### src/rtl/gcd_scheduler.sv
`default_nettype none
// ============================================================================
// Module   : gcd_scheduler
// Purpose  : Round-robin scheduler that shares one GCD engine among N_REQ
//            requesters, with a watchdog that aborts jobs whose done never comes.
// Revision : 1.0 - initial release
// ============================================================================
module gcd_scheduler #(
    parameter int N_REQ   = 4,
    parameter int WIDTH   = 8,
    parameter int TIMEOUT = 64
) (
    input  logic                     clk,
    input  logic                     rst_n,
    input  logic [N_REQ-1:0]         req,
    input  logic [N_REQ*WIDTH-1:0]   a_in,
    input  logic [N_REQ*WIDTH-1:0]   b_in,
    output logic [N_REQ-1:0]         grant,
    output logic [N_REQ-1:0]         resp_valid,
    output logic [WIDTH-1:0]         resp_gcd,
    output logic                     timeout,
    output logic                     busy,
    output logic                     gcd_start,
    output logic [WIDTH-1:0]         gcd_a,
    output logic [WIDTH-1:0]         gcd_b,
    input  logic                     gcd_done,
    input  logic [WIDTH-1:0]         gcd_result
);

    localparam int c_IDX_W = $clog2(N_REQ);
    localparam int c_WD_W  = $clog2(TIMEOUT);

    localparam logic [1:0] c_IDLE  = 2'd0;
    localparam logic [1:0] c_START = 2'd1;
    localparam logic [1:0] c_WAIT  = 2'd2;
    localparam logic [1:0] c_RESP  = 2'd3;

    logic [1:0]         r_state;
    logic [c_IDX_W-1:0] r_owner;
    logic [c_IDX_W-1:0] r_last;
    logic [c_WD_W-1:0]  r_wdog;

    logic               w_found;
    logic [c_IDX_W-1:0] w_pick;
    logic [WIDTH-1:0]   w_a;
    logic [WIDTH-1:0]   w_b;
    logic [N_REQ-1:0]   w_pick_oh;
    logic [N_REQ-1:0]   w_owner_oh;
    int                 w_dist;
    int                 w_best;

    // Rank each requester by its distance past the last owner; smallest wins.
    always_comb begin
        w_found = 1'b0;
        w_pick  = '0;
        w_a     = '0;
        w_b     = '0;
        w_best  = N_REQ;
        w_dist  = 0;
        for (int j = 0; j < N_REQ; j++) begin
            w_dist = j - int'(r_last) - 1;
            if (w_dist < 0) begin
                w_dist = w_dist + N_REQ;
            end
            if (req[j] && (w_dist < w_best)) begin
                w_found = 1'b1;
                w_best  = w_dist;
                w_pick  = c_IDX_W'(j);
                w_a     = a_in[j*WIDTH +: WIDTH];
                w_b     = b_in[j*WIDTH +: WIDTH];
            end
        end
    end

    assign w_pick_oh  = N_REQ'(1) << w_pick;
    assign w_owner_oh = N_REQ'(1) << r_owner;

    always_ff @(posedge clk or negedge rst_n) begin
        if (!rst_n) begin
            r_state    <= c_IDLE;
            r_owner    <= '0;
            r_last     <= c_IDX_W'(N_REQ - 1);
            r_wdog     <= '0;
            grant      <= '0;
            resp_valid <= '0;
            resp_gcd   <= '0;
            timeout    <= 1'b0;
            busy       <= 1'b0;
            gcd_start  <= 1'b0;
            gcd_a      <= '0;
            gcd_b      <= '0;
        end else begin
            grant      <= '0;
            gcd_start  <= 1'b0;
            resp_valid <= '0;
            timeout    <= 1'b0;
            case (r_state)
                c_IDLE: begin
                    if (w_found) begin
                        r_owner   <= w_pick;
                        gcd_a     <= w_a;
                        gcd_b     <= w_b;
                        grant     <= w_pick_oh;
                        gcd_start <= 1'b1;
                        busy      <= 1'b1;
                        r_state   <= c_START;
                    end
                end
                c_START: begin
                    r_wdog  <= '0;
                    r_state <= c_WAIT;
                end
                c_WAIT: begin
                    // Done wins over a watchdog expiry in the same cycle.
                    if (gcd_done) begin
                        resp_gcd   <= gcd_result;
                        resp_valid <= w_owner_oh;
                        r_state    <= c_RESP;
                    end else if (r_wdog == c_WD_W'(TIMEOUT - 2)) begin
                        resp_gcd   <= '0;
                        resp_valid <= w_owner_oh;
                        timeout    <= 1'b1;
                        r_state    <= c_RESP;
                    end else begin
                        r_wdog <= r_wdog + 1'b1;
                    end
                end
                c_RESP: begin
                    r_last   <= r_owner;
                    resp_gcd <= '0;
                    busy     <= 1'b0;
                    r_state  <= c_IDLE;
                end
                default: begin
                    busy    <= 1'b0;
                    r_state <= c_IDLE;
                end
            endcase
        end
    end

endmodule
`default_nettype wire

### config.mk
export PLATFORM = sky130hd
export DESIGN_NAME = gcd_scheduler
export DESIGN_NICKNAME = d
export VERILOG_FILES = /design/src/rtl/gcd_scheduler.sv
export SDC_FILE = /design/constraint.sdc
export NUM_CORES = 1
export LEC_CHECK = 0
export BUFFER_PORTS_ARGS = -buffer_cell sky130_fd_sc_hd__buf_4
export CAP_MARGIN = 20
export CORE_ASPECT_RATIO = 0.9
export CORE_MARGIN = 1.5
export CORE_UTILIZATION = 49
export CTS_BUF_LIST = sky130_fd_sc_hd__clkbuf_16
export CTS_CLUSTER_DIAMETER = 200
export DETAILED_ROUTE_END_ITERATION = 12
export PLACE_DENSITY = 0.81
export RECOVER_POWER = 25
export SLEW_MARGIN = 20
export SYNTH_ARGS = -nofsm -noshare
export SYNTH_HDL_FRONTEND = slang
export SYNTH_SLANG_ARGS = --single-unit
### constraint.sdc
create_clock -name clk -period 6.1 [get_ports clk]
set_input_delay 0.915 -clock clk [delete_from_list [all_inputs] [get_ports clk]]
set_output_delay 0.915 -clock clk [all_outputs]
set_load 0.05 [all_outputs]
==> results.md, run 1 <==
Setup path:
- The critical path is of the reg2reg type.
- The nature of the critical path endpoint is a register.
- The delay of the slowest critical-path stage is 0.80 ns.
- The data required time of the critical path is 6.31 ns.
- The cell type with the highest occurrence count on the critical path is sky130_fd_sc_hd__ha_1.
- The buffers plus inverters on the worst setup path is 1.
- In this run the critical register-to-register path is captured at gcd_b[2].
- The category of cells accounting for the largest share of critical-path delay is compound AO/OA/AOI/OAI gates.
- The data arrival time of the worst path is between 5 and 6 ns.
- The reg-to-reg startpoint is r_last[0].
- The critical path goes through inv_1, ha_1, nand2b_1, o32a_1, ha_1, o211ai_1, o2111ai_2, and2_1, o21ai_0, ha_1, a21boi_0, a311oi_2, o211ai_2, a32oi_1, a21oi_1.
- The slack of the worst reg-to-reg path is 1.04 ns.
- The length in cells of the worst reg-to-reg path is 15.
- The library cell contributing the largest single delay on the critical path is sky130_fd_sc_hd__o211ai_2.
- The top fanout value on the critical path is 19.
- The worst setup path is launched from a register.

Routing:
- The count of nets left with antenna violations after detail routing is 0.
- The number of detailed-route iterations in the first pass is 8.
- The first-iteration detailed-routing DRC count is 137.
- The average via count per standard cell is roughly 5.6.
- The overall routed net length is 7.91 mm.
- The DRC violation count after routing is 13.
- The vias after detailed routing is 2799.
- After detailed routing, the average wire length per cell comes to around 16 microns.

CTS:
- The clock edge transition at the registers on the reported setup and hold paths is about 0.070 ns.
- In this run, post-CTS hold repair placed 0 buffers.
- The number of resized instances in the post-cts repair step is 0.
- TritonCTS built the clock tree.
- In this run the deepest clock path goes through 2 buffers.
- The tree is rooted in a sky130_fd_sc_hd__clkbuf_16.
- The maximum level of the CTS H-tree is 2.
- The post-CTS setup repair buffer count is 0.
- The TritonCTS buffer count is 5.
- The tree built by TritonCTS fans out to 47 sinks.
- The clock reaches the later pin of the worst-skew pair after 0.29 ns.

Synthesis:
- After synthesis the cells add up to 2980 sq um.
- The number of synthesized flops with an enable pin is 0.
- The Yosys step of the flow raised 0 warnings.
- The average footprint of a synthesized cell is 9.13 sq um.
- For this run, the register share of the synthesized area comes to 0.396.
- Of all flip-flops after synthesis, the portion carrying an async set or reset was 1.00.
- The netlist uses 49 different library cells.
- Counting flops and latches in the post-synthesis netlist gives 47.
- The gate count of the mapped netlist is around 330.
- The most common flop cell mapped by yosys is sky130_fd_sc_hd__dfrtp_1.

Worst hold path:
- The terminating pin of the worst hold path is r_wdog[5].
- The number of cells traversed by the worst hold path is 1.
- The startpoint identified for the worst hold timing path is r_wdog[5].
- The worst hold path belongs to the class reg2reg.

Finish:
- At the end of the flow, the number of nets in the layout was 521.
- The area added between synthesis and finish is 33.8%.
- At the end of the flow the core is filled with cells to 0.692.
- The final antenna diode count is 0.
- In the final layout, the share of cells above drive strength 1 is 0.338.
- Leaving out fill and tap cells, the most frequent cell in the layout is sky130_fd_sc_hd__buf_4.
- Leaving out fill and tap cells, the most frequent cells in the layout are 113 x sky130_fd_sc_hd__buf_4, 45 x sky130_fd_sc_hd__dfrtp_1, 30 x sky130_fd_sc_hd__nand2_1.

Timing:
- The ratio of final minimum period to clock period is 0.830.
- At the pin with the least slew margin, the transition time is 2.55 ns.
- The number of pins exceeding their max-slew limit in the final report is 48.
- Measured against its own limit, the worst slew margin works out to -0.703.
- The sum of negative setup slack is 0 ns.
- Setup repair after global routing left no endpoint under its margin.
- The clock skew is 0.0100 ns.
- The number of hold violations in the final report is 0.
- The final critical-path required period is 5.06 ns.
- The final count of negative-setup-slack endpoints is 0.
- The timing-limited maximum frequency is between 150 and 200 MHz.

Floorplanning:
- The placeable core area is 5760 sq um.
- In this run the core area contains 26 standard-cell rows.
- For this design the top-level I/O count stands at 114.
- The die area is 6550 sq um.
- The die boundary height is 77.0 microns.
- The floorplan die width is 85.2 microns.
- The initial utilization of the core area, before any placement, comes to 0.517.

GRT:
- The number of antenna violations at the first check in global routing is 0.
- The maximum number of pins on one net before global-route repair is between 40 and 50.
- The first-pass GRT wire length is 12.8 mm.
- In the global route stage, overall resource usage came out at 0.239.
- The via count of the first global-routing pass came to between 2000 and 3000.
- The sum of overflow across all layers after global routing is 0.

Power:
- Summing internal, switching and leakage power gives 2530 uW.
- The power per cell area is 635 nW/um^2.
- Summed over all cells, the static leakage comes to around 0.0019 uW.
- The largest voltage drop on the vdd net is 0.306 mV.

Placed design:
- The count of buffers from port buffering is about 110.
- The final weighted congestion in routability-driven placement is 0.952.
- The HPWL reported at the end of detailed placement is 5.73 mm.

Outcome:
- The final reports fail on DRC, capacitance limit, slew limit.
- The run finished, with violations left.

Job:
- The number of max-cap violations is 1.
## cell usage after synthesis, drive strengths merged (2+ instances only)
library cell,instances,area share
dfrtp,45,0.38
nand2,30,0.038
nor2,27,0.034
inv,26,0.033
nand2b,21,0.047
nand3,20,0.034
o21ai,20,0.034
o211ai,19,0.050
a21oi,18,0.030
a32oi,16,0.072
ha,14,0.059
buf,10,0.023
clkbuf,10,0.013
a22o,8,0.024
and3,3,0.0063
nand4,3,0.0063
nor2b,3,0.0063
nor3,3,0.0084
xor2,3,0.0088
and2,2,0.0042
dfstp,2,0.018
mux2i,2,0.0067
nor3b,2,0.0067
o22a,2,0.0059
## metal layers
layer	vias to the layer above	track usage	wire length [microns]
li1	1372	-	-
met1	1311	0.308	3320
met2	107	0.413	3920
met3	9	0.0506	592
met4	0	0.0525	76
met5	-	0	0
## sequential cells by signal, summed over array words and instances (netlist names)
signal / cells
busy: 1
gcd_a: 8
gcd_b: 8
gcd_start: 1
grant: 4
r_last: 2
r_owner: 2
r_state: 2
r_wdog: 6
resp_gcd: 8
resp_valid: 4
timeout: 1
## how the worst max path moves through the flow
stage	end	slack, ns	cells after the start	start
after floorplan	grant[1]	1.74	18	req[0]
after global placement	gcd_b[1]	1.19	14	req[0]
after detailed placement	gcd_b[7]	0.97	14	req[0]
after CTS	gcd_b[7]	1.05	15	r_last[0]
after global routing	gcd_b[4]	0.57	15	r_last[0]
final	gcd_b[2]	1.04	15	r_last[0]
## logic make-up (layout without fill, tap and decap cells)
family          Yosys count  count (layout)  share of synthesized area
compound gates           94              94                      0.253
xor+xnor                  4               4                     0.0118
fa+ha+maj                14              14                     0.0588
buf+inv                  46             148                     0.0681
flops                    47              47                      0.396
mux                       3               3                     0.0105
other cells               1               2                    0.00126
simple gates            117             117                      0.201
## per-stage QoR
| stage | hold slack, ns | instance area [sq um] | setup WS [ns] | std cells |
|---|---|---|---|---|
| after floorplan | 0.465 | 2980 | 1.74 | 327 |
| after global placement | 0.495 | 3820 | 1.19 | 491 |
| after detailed placement | 0.506 | 3820 | 0.973 | 491 |
| after CTS | 0.520 | 3990 | 1.05 | 499 |
| after global routing | 0.546 | 3990 | 0.572 | 499 |
| final | 0.524 | 3990 | 1.04 | 499 |
## report_power, final
group	internal (uW)	switching [uW]	total (uW)	leakage, uW
sequential	447	95.1	542	0.000586
combinational	619	1060	1680	0.00125
clock	192	117	308	0.0000812
## area by class of cell
type / instances / area (sq um)
clock buffer: 5 / 125
clock inverter: 3 / 41.3
fill: 451 / 1770
inverter: 26 / 97.6
multi-input combinational: 234 / 1600
sequential: 47 / 1180
tap: 70 / 87.6
timing repair buffer: 114 / 852
Power figures use the tool's default switching activity.
==> inputs of run 2 (changes only) <==
Settings changed: ABC_AREA from default to 1, PLACE_DENSITY 0.81 to 0.82.
Clock period 6.1 ns to 4.67 ns, I/O delays scaled along.
==> run 2 against run 1 <==
  * The flow finishes with violations (capacitance limit, slew limit)
  * Worst setup slack worse by 0.46 ns
  * Non-clock buffer count decreased by 1
  * Register-to-register slack lost 0.46 ns
  * Combinational power up 12%
  * Via count hardly changed
  * Largest power group unchanged
  * Highest routed layer unchanged
==> results.md, run 2 <==
Routing:
- The count of nets left with antenna violations after detail routing is 0 (unchanged).
- The overall routed net length is 7.23 mm (was 7.91 mm).
- The first-iteration detailed-routing DRC count is 108 (was 137).
- The vias after detailed routing is 2798 (was 2799).
- The per-cell routed wire length is 12.9 microns (was 15.8 microns).
- The DRC violation count after routing is 0 (was 13).
- The average via count per standard cell is 4.98 (was 5.61).
- The number of detailed-route iterations in the first pass came to 4 (was 8).

Setup path:
- The library cell contributing the largest single delay on the critical path was sky130_fd_sc_hd__dfstp_2 (was sky130_fd_sc_hd__o211ai_2).
- The kind of start point of the critical path is a register (unchanged).
- The category of cells accounting for the largest share of critical-path delay is simple AND/OR/NAND/NOR gates (was compound AO/OA/AOI/OAI gates).
- The buffers plus inverters on the worst setup path is 1 (unchanged).
- Cell-by-cell trace of the critical path: inv_2, ha_1, nand2_1, nand2_1, nand2_4, o21ai_0, ha_1, nand2_1, nand2_1, nand2_1, nand2_1, nand2_1, nand2_2, o21ai_0, ha_1, nand2_1, nand2_1, nand2_2, nand2_1, nand2_1, nand2_1, nand2_1, nand2_1 (was inv_1, ha_1, nand2b_1, o32a_1, ha_1, o211ai_1, o2111ai_2, and2_1, o21ai_0, ha_1, a21boi_0, a311oi_2, o211ai_2, a32oi_1, a21oi_1).
- The nature of the critical path endpoint is a register (unchanged).
- The data arrival time of the worst path is 4.27 ns (was 5.27 ns).
- The class of the most critical setup path was reg2reg (unchanged).
- The cell type with the highest occurrence count on the critical path is sky130_fd_sc_hd__nand2_1 (was sky130_fd_sc_hd__ha_1).
- The data required time of the critical path was 4.85 ns (was 6.31 ns).
- The top fanout value on the critical path is 20 (was 19).
- The delay of the slowest critical-path stage is 0.56 ns (was 0.80 ns).

GRT:
- The number of antenna violations at the first check in global routing came to 0 (unchanged).
- The maximum number of pins on one net before global-route repair was 48 (unchanged).
- The total routing resource utilization after global routing came to 0.251 (was 0.239).
- The sum of overflow across all layers after global routing is 0 (unchanged).
- The first-pass GRT wire length came to 11.8 mm (was 12.8 mm).
- The via count of the first global-routing pass was 2707 (was 2766).

Finish:
- The area added between synthesis and finish came to 35.4% (was 33.8%).
- The fraction of layout instances using a drive strength above 1 was 0.275 (was 0.338).
- The final antenna diode count is 0 (unchanged).
- The most common cell after layout, fill and taps aside is sky130_fd_sc_hd__nand2_1 (was sky130_fd_sc_hd__buf_4).
- The design area is 3780 sq um (was 3990 sq um).
- Leading cell types in the layout, fill and taps excluded: 164 x sky130_fd_sc_hd__nand2_1, 112 x sky130_fd_sc_hd__buf_4, 45 x sky130_fd_sc_hd__dfrtp_1 (was 113 x sky130_fd_sc_hd__buf_4, 45 x sky130_fd_sc_hd__dfrtp_1, 30 x sky130_fd_sc_hd__nand2_1).
- The total number of nets in the final design is 587 (was 521).
- Largest registers ranked by flip-flop count: gcd_a: 8 flops, gcd_b: 8 flops, resp_gcd: 8 flops (unchanged).

Timing:
- The headroom to the max-slew limit is -0.646 (was -0.703).
- The number of pins exceeding their max-slew limit in the final report is 48 (unchanged).
- The ratio of final minimum period to clock period is 0.876 (was 0.830).
- Unrepaired setup endpoints after global routing: no (unchanged).
- The timing-limited maximum frequency was 244 MHz (was 198 MHz).
- The final count of negative-setup-slack endpoints is 0 (unchanged).
- The setup slack after layout is 0.578 ns (was 1.04 ns).
- The clock skew is 0.00548 ns (was 0.0100 ns).
- The pin slew with the least headroom to its limit was 2.47 ns (was 2.55 ns).
- The number of hold violations in the final report is 0 (unchanged).
- The final critical-path required period was 4.09 ns (was 5.06 ns).
- The sum of negative setup slack is 0 ns (unchanged).

Outcome:
- Outcome: finished with violations (unchanged).
- Violations in the final reports: capacitance limit, slew limit (was DRC, capacitance limit, slew limit).

Floorplanning:
- The cell row count came to 25 (was 26).
- The total I/O pin count is 114 (unchanged).
- The die boundary height is 74.7 microns (was 77.0 microns).
- The die area is 6170 sq um (was 6550 sq um).
- The floorplan die width is 82.6 microns (was 85.2 microns).
- The placeable core area came to 5380 sq um (was 5760 sq um).
- The effective utilization at floorplan is 0.520 (was 0.517).

Synthesis:
- The share of synthesized flip-flops with an asynchronous set or reset is 1.00 (unchanged).
- The average footprint of a synthesized cell is 7.26 sq um (was 9.13 sq um).
- The count of unique library cells instantiated by Yosys is 28 (was 49).
- The flip-flop and latch count after synthesis is 47 (unchanged).
- The yosys synthesis warning count is 0 (unchanged).
- The number of synthesized flops with an enable pin is 0 (unchanged).
- Top post-synthesis cells by count: 164 x sky130_fd_sc_hd__nand2_1, 45 x sky130_fd_sc_hd__dfrtp_1, 44 x sky130_fd_sc_hd__nand3_1, 37 x sky130_fd_sc_hd__inv_1, 16 x sky130_fd_sc_hd__o21ai_0 (was 45 x sky130_fd_sc_hd__dfrtp_1, 30 x sky130_fd_sc_hd__nand2_1, 27 x sky130_fd_sc_hd__nor2_1, 26 x sky130_fd_sc_hd__inv_1).
- The top-area cell type share of the netlist area was 0.403 (was 0.378).
- The cell taking the most area after synthesis is sky130_fd_sc_hd__dfrtp_1 (unchanged).
- Main area contributors after synthesis: sky130_fd_sc_hd__dfrtp_1 40%, sky130_fd_sc_hd__nand2_1 22%, sky130_fd_sc_hd__nand3_1 7.9% (was sky130_fd_sc_hd__dfrtp_1 38%, sky130_fd_sc_hd__ha_1 5.9%, sky130_fd_sc_hd__a32oi_2 5.5%).
- The most common flop cell mapped by yosys is sky130_fd_sc_hd__dfrtp_1 (unchanged).
- The gate count of the mapped netlist came to 385 (was 326).
- The cell with the most instances after synthesis is sky130_fd_sc_hd__nand2_1 (was sky130_fd_sc_hd__dfrtp_1).
- The area of the mapped netlist is 2800 sq um (was 2980 sq um).
- The share of synthesized area occupied by flip-flops and latches came to 0.422 (was 0.396).

Placed design:
- The HPWL reported at the end of detailed placement came to 5.49 mm (was 5.73 mm).
- The worst setup slack after placement came to 0.640 ns (was 0.973 ns).
- The total placed instance area was 3640 sq um (was 3820 sq um).
- The count of buffers from port buffering came to 113 (unchanged).
- The final weighted congestion in routability-driven placement is 0.835 (was 0.952).

CTS:
- The quantity of hold-fixing buffers added after cts is 0 (unchanged).
- The post-CTS setup repair buffer count is 0 (unchanged).
- The TritonCTS clock tree is yes (unchanged).
- The number of resized instances in the post-cts repair step came to 0 (unchanged).
- The TritonCTS buffer count is 5 (unchanged).
- The insertion delay to the later sink of the worst-skew pair is 0.28 ns (was 0.29 ns).
- The count of clock tree sinks is 47 (unchanged).
- The clock edge transition at the registers on the reported setup and hold paths is 0.06 ns (was 0.07 ns).
- The maximum clock insertion buffer count is 2 (unchanged).
- The maximum level of the CTS H-tree was 2 (unchanged).
- The clock tree root driver cell is sky130_fd_sc_hd__clkbuf_16 (unchanged).

Worst hold path:
- The path type of the worst min-delay path is reg2reg (unchanged).

Power:
- The power per cell area was 765 nW/um^2 (was 635 nW/um^2).
- The static leakage is 0.00214 uW (was 0.00191 uW).
- The largest voltage drop on the vdd net was 0.574 mV (was 0.306 mV).

Job:
- The number of max-cap violations is 1 (unchanged).
run 2: cell count changes in the layout (fill, tap and decap cells not counted), moves of 8 or more:
cell,previous run,this run
sky130_fd_sc_hd__nand2_1,30,164
sky130_fd_sc_hd__nand3_1,20,44
sky130_fd_sc_hd__nand2b_1,20,0
sky130_fd_sc_hd__o211ai_1,18,0
sky130_fd_sc_hd__a21oi_1,18,3
sky130_fd_sc_hd__nor2_1,27,13
sky130_fd_sc_hd__a32oi_2,10,0
sky130_fd_sc_hd__inv_1,27,37
sky130_fd_sc_hd__a22o_1,8,0
run 2: logic make-up after synthesis:
family	share of synthesized area
and+or+nand+nor	0.362
DFF	0.422
other	0.00134
xor gates and xnor gates	0.00940
AOI/OAI and AO/OA	0.0533
buffers and inverters	0.0895
adders and majority gates	0.0627
run 2: path summary, 6_finish.rpt:
| path | cells past startpoint | start | slack (ns) | to |
|---|---|---|---|---|
| min in group asynchronous | 1 | rst_n | 1.17 | resp_gcd[6] |
| worst min register to register | 1 | r_owner[1] | 0.48 | resp_valid[1] |
| max in group asynchronous | 1 | rst_n | 2.09 | busy |
| worst max-delay path | 23 | r_last[0] | 0.58 | gcd_a[5] |
| worst min-delay path | 1 | r_owner[1] | 0.48 | resp_valid[1] |
| worst max register to register | 23 | r_last[0] | 0.58 | gcd_a[5] |
run 2: where the power goes:
group,total (uW),internal (uW),leakage (uW),switching (uW)
sequential,670,572,0.000608,98.1
clock,346,197,0.0000658,149
combinational,1880,568,0.00146,1310
run 2: final cells by class:
class,count,area [sq um]
fill,447,1600
multi-input combinational,284,1370
sequential,47,1180
timing repair buffer,113,845
inverter,43,161
clock buffer,5,125
tap,67,83.8
clock inverter,3,20.0
run 2: metal layers:
layer | share of wire | GRT usage
met1 | 0.41 | 0.298
met4 | 0.011 | 0.0704
met5 | 0 | 0
met2 | 0.51 | 0.461
met3 | 0.065 | 0.0485
run 2: stage by stage:
stage	std cells	total power [uW]	util	hold slack [ns]
detailed placement	554	2550	0.677	0.464
finish	562	2900	0.703	0.477
global route	562	3170	0.703	0.502
CTS	562	2910	0.704	0.438
floorplan	386	2110	-	0.405
global placement	554	2480	0.677	0.451
==> inputs of run 3 (changes only) <==
Settings changed: BUFFER_PORTS_ARGS -buffer_cell sky130_fd_sc_hd__buf_4 to -buffer_cell sky130_fd_sc_hd__buf_2, CORE_MARGIN 1.5 to default.
==> run 3 against run 2 <==
  * Global-route usage shrank 0.37 points
  * Final cell count is the same
  * Utilization shrank 4.7 points
  * Wire length shrank 3.4%
  * The flow still finishes with violations (capacitance limit, slew limit)
  * Worst hold slack is essentially flat
  * Largest power group unchanged
  * Sequential cell count is the same
  * Clock power grew 18%
==> results.md, run 3 (same netlist as run 2, synthesis figures left out) <==
Outcome:
- Outcome: finished with violations (unchanged).
- Violations in the final reports: capacitance limit, slew limit (unchanged).

Timing:
- The headroom to the max-slew limit is -0.664 (was -0.646).
- Unrepaired setup endpoints after global routing: no (unchanged).
- The sum of negative setup slack was 0 ns (unchanged).
- The final critical-path required period is 4.08 ns (was 4.09 ns).
- The final count of negative-setup-slack endpoints came to 0 (unchanged).
- The timing-limited maximum frequency is 245 MHz (was 244 MHz).
- The setup slack after layout is 0.595 ns (was 0.578 ns).
- The worst hold-check slack is 0.477 ns (about the same).
- The ratio of final minimum period to clock period is 0.873 (was 0.876).
- The clock skew was 0.00654 ns (was 0.00548 ns).
- The number of pins exceeding their max-slew limit in the final report is 48 (unchanged).
- The pin slew with the least headroom to its limit came to 2.50 ns (was 2.47 ns).
- The number of hold violations in the final report is 0 (unchanged).

GRT:
- The via count of the first global-routing pass is 2655 (was 2707).
- The met3 track demand over resource is 0.0472 (was 0.0485).
- The total routing resource utilization after global routing is 0.247 (was 0.251).
- The maximum number of pins on one net before global-route repair is 48 (unchanged).
- The first-pass GRT wire length is 11.4 mm (was 11.8 mm).
- The number of antenna violations at the first check in global routing is 0 (unchanged).
- The sum of overflow across all layers after global routing was 0 (unchanged).
- The global-route layer with the greatest usage is met2 (unchanged).
- The met1 demand-to-capacity share in global routing is 0.289 (was 0.298).
- The global-route track usage on met2 was 0.453 (was 0.461).

Finish:
- The area added between synthesis and finish is 26.3% (was 35.4%).
- The layout filler cell count is 478 (was 447).
- Leading cell types in the layout, fill and taps excluded: 164 x sky130_fd_sc_hd__nand2_1, 112 x sky130_fd_sc_hd__buf_2, 45 x sky130_fd_sc_hd__dfrtp_1 (was 164 x sky130_fd_sc_hd__nand2_1, 112 x sky130_fd_sc_hd__buf_4, 45 x sky130_fd_sc_hd__dfrtp_1).
- Largest registers ranked by flip-flop count: gcd_a: 8 flops, gcd_b: 8 flops, resp_gcd: 8 flops (unchanged).
- The most common cell after layout, fill and taps aside is sky130_fd_sc_hd__nand2_1 (unchanged).
- The fraction of layout instances using a drive strength above 1 came to 0.275 (unchanged).
- The total number of nets in the final design is 587 (unchanged).
- The final antenna diode count is 0 (unchanged).

CTS:
- The clock tree root driver cell is sky130_fd_sc_hd__clkbuf_16 (unchanged).
- The quantity of hold-fixing buffers added after cts is 0 (unchanged).
- The insertion delay to the later sink of the worst-skew pair came to 0.29 ns (was 0.28 ns).
- The TritonCTS clock tree was yes (unchanged).
- The TritonCTS buffer count is 5 (unchanged).
- The maximum level of the CTS H-tree is 2 (unchanged).
- The clock edge transition at the registers on the reported setup and hold paths is 0.07 ns (was 0.06 ns).
- The maximum clock insertion buffer count was 2 (unchanged).
- The number of resized instances in the post-cts repair step was 0 (unchanged).
- The count of clock tree sinks is 47 (unchanged).
- The post-CTS setup repair buffer count was 0 (unchanged).

Worst hold path:
- The terminating pin of the worst hold path is resp_valid[1] (unchanged).
- The beginning of the worst hold path is r_owner[1] (unchanged).
- The path type of the worst min-delay path is reg2reg (unchanged).
- The number of cells traversed by the worst hold path was 1 (unchanged).

Job:
- The number of max-cap violations was 1 (unchanged).

Setup path:
- The delay of the slowest critical-path stage is 0.56 ns (about the same).
- The reg-to-reg startpoint is r_last[0] (unchanged).
- The buffers plus inverters on the worst setup path is 3 (was 1).
- The nature of the critical path endpoint is a register (unchanged).
- The endpoint of the most critical register-to-register path is gcd_b[3] (was gcd_a[5]).
- The top fanout value on the critical path came to 20 (unchanged).
- The data arrival time of the worst path is 4.25 ns (was 4.27 ns).
- The data required time of the critical path was 4.84 ns (was 4.85 ns).
- The category of cells accounting for the largest share of critical-path delay is simple AND/OR/NAND/NOR gates (unchanged).
- The slack of the worst reg-to-reg path is 0.59 ns (was 0.58 ns).
- The library cell contributing the largest single delay on the critical path is sky130_fd_sc_hd__dfstp_2 (unchanged).
- The cell type with the highest occurrence count on the critical path was sky130_fd_sc_hd__nand2_1 (unchanged).
- The class of the most critical setup path is reg2reg (unchanged).
- The length in cells of the worst reg-to-reg path was 25 (was 23).
- The kind of start point of the critical path was a register (unchanged).

Floorplanning:
- The placeable core area came to 5380 sq um (unchanged).
- The cell row count is 25 (unchanged).
- The die area is 6010 sq um (was 6170 sq um).
- The total I/O pin count is 114 (unchanged).
- The die boundary height is 73.7 microns (was 74.7 microns).
- The floorplan die width is 81.6 microns (was 82.6 microns).
- The effective utilization at floorplan is 0.520 (unchanged).

Power:
- The largest voltage drop on the vdd net is 0.454 mV (was 0.574 mV).
- The static leakage was 0.00207 uW (was 0.00214 uW).
- The power per cell area is 809 nW/um^2 (was 765 nW/um^2).

Placed design:
- The HPWL reported at the end of detailed placement is 5.36 mm (was 5.49 mm).
- The final weighted congestion in routability-driven placement is 0.842 (was 0.835).
- The count of buffers from port buffering is 113 (unchanged).
- The worst setup slack after placement is 0.669 ns (was 0.640 ns).

Routing:
- The vias after detailed routing is 2812 (was 2798).
- The DRC violation count after routing came to 0 (unchanged).
- The number of detailed-route iterations in the first pass was 4 (unchanged).
- The average via count per standard cell was 5.00 (was 4.98).
- The overall routed net length came to 6.98 mm (was 7.23 mm).
- The count of nets left with antenna violations after detail routing came to 0 (unchanged).
- The first-iteration detailed-routing DRC count was 133 (was 108).
- The per-cell routed wire length is 12.4 microns (was 12.9 microns).
## run 3: cell count changes in the layout (fill, tap and decap cells not counted), sizes merged
cell,previous run,this run
inv,43,44
clkinvlp,2,1
clkinv,1,0
bufinv,0,1
## run 3: cell type report
cell class,instances,area (sq um),share of cell area
repair buffers,113,564,0.160
inverters,43,161,0.0457
clock inverters,3,46.3,0.0131
flip-flops and latches,47,1180,0.334
multi-input cells,284,1370,0.388
clock buffers,5,125,0.0354
well taps,67,83.8,0.0238
## run 3: worst max path at each step
stage               from  endpoint  slack, ns  cells after the start
2_1_floorplan  r_last[0]  gcd_a[0]       1.60                     26
3_3_place_gp   r_last[0]  grant[0]       0.89                     19
3_5_place_dp   r_last[0]  gcd_b[4]       0.67                     25
4_1_cts        r_last[0]  gcd_b[3]       0.64                     25
5_1_grt        r_last[0]  gcd_b[6]       0.24                     25
6_report       r_last[0]  gcd_b[3]       0.59                     25
## run 3: worst register-to-register path: cells and delay by family (launching register included)
kind / cells / cell delay [ns]
compound gates: 3 / 0.51
simple gates: 16 / 1.76
buf+inv: 3 / 0.22
fa+ha+maj: 3 / 0.90
flops: 1 / 0.56
## run 3: through the flow
| step | cell area, sq um | instances | utilization | total power [uW] |
|---|---|---|---|---|
| after detailed placement | 3360 | 554 | 0.624 | 2450 |
| after CTS | 3530 | 562 | 0.656 | 2870 |
| after global placement | 3360 | 554 | 0.624 | 2390 |
| final | 3530 | 562 | 0.656 | 2850 |
| after global routing | 3530 | 562 | 0.656 | 3120 |
| after floorplan | 2800 | 386 | - | 2110 |
## run 3: power breakdown
| part | internal [uW] | switching (uW) | total (uW) |
|---|---|---|---|
| clock network | 254 | 155 | 409 |
| logic | 481 | 1300 | 1780 |
| registers | 571 | 93.8 | 665 |
| total | 1310 | 1550 | 2850 |
## run 3: metal layers
metal  vias to the layer above  wire, microns
met4                         0            123
li1                       1419              -
met5                         -              0
met3                        12            410
met2                        89           3480
met1                      1292           2970
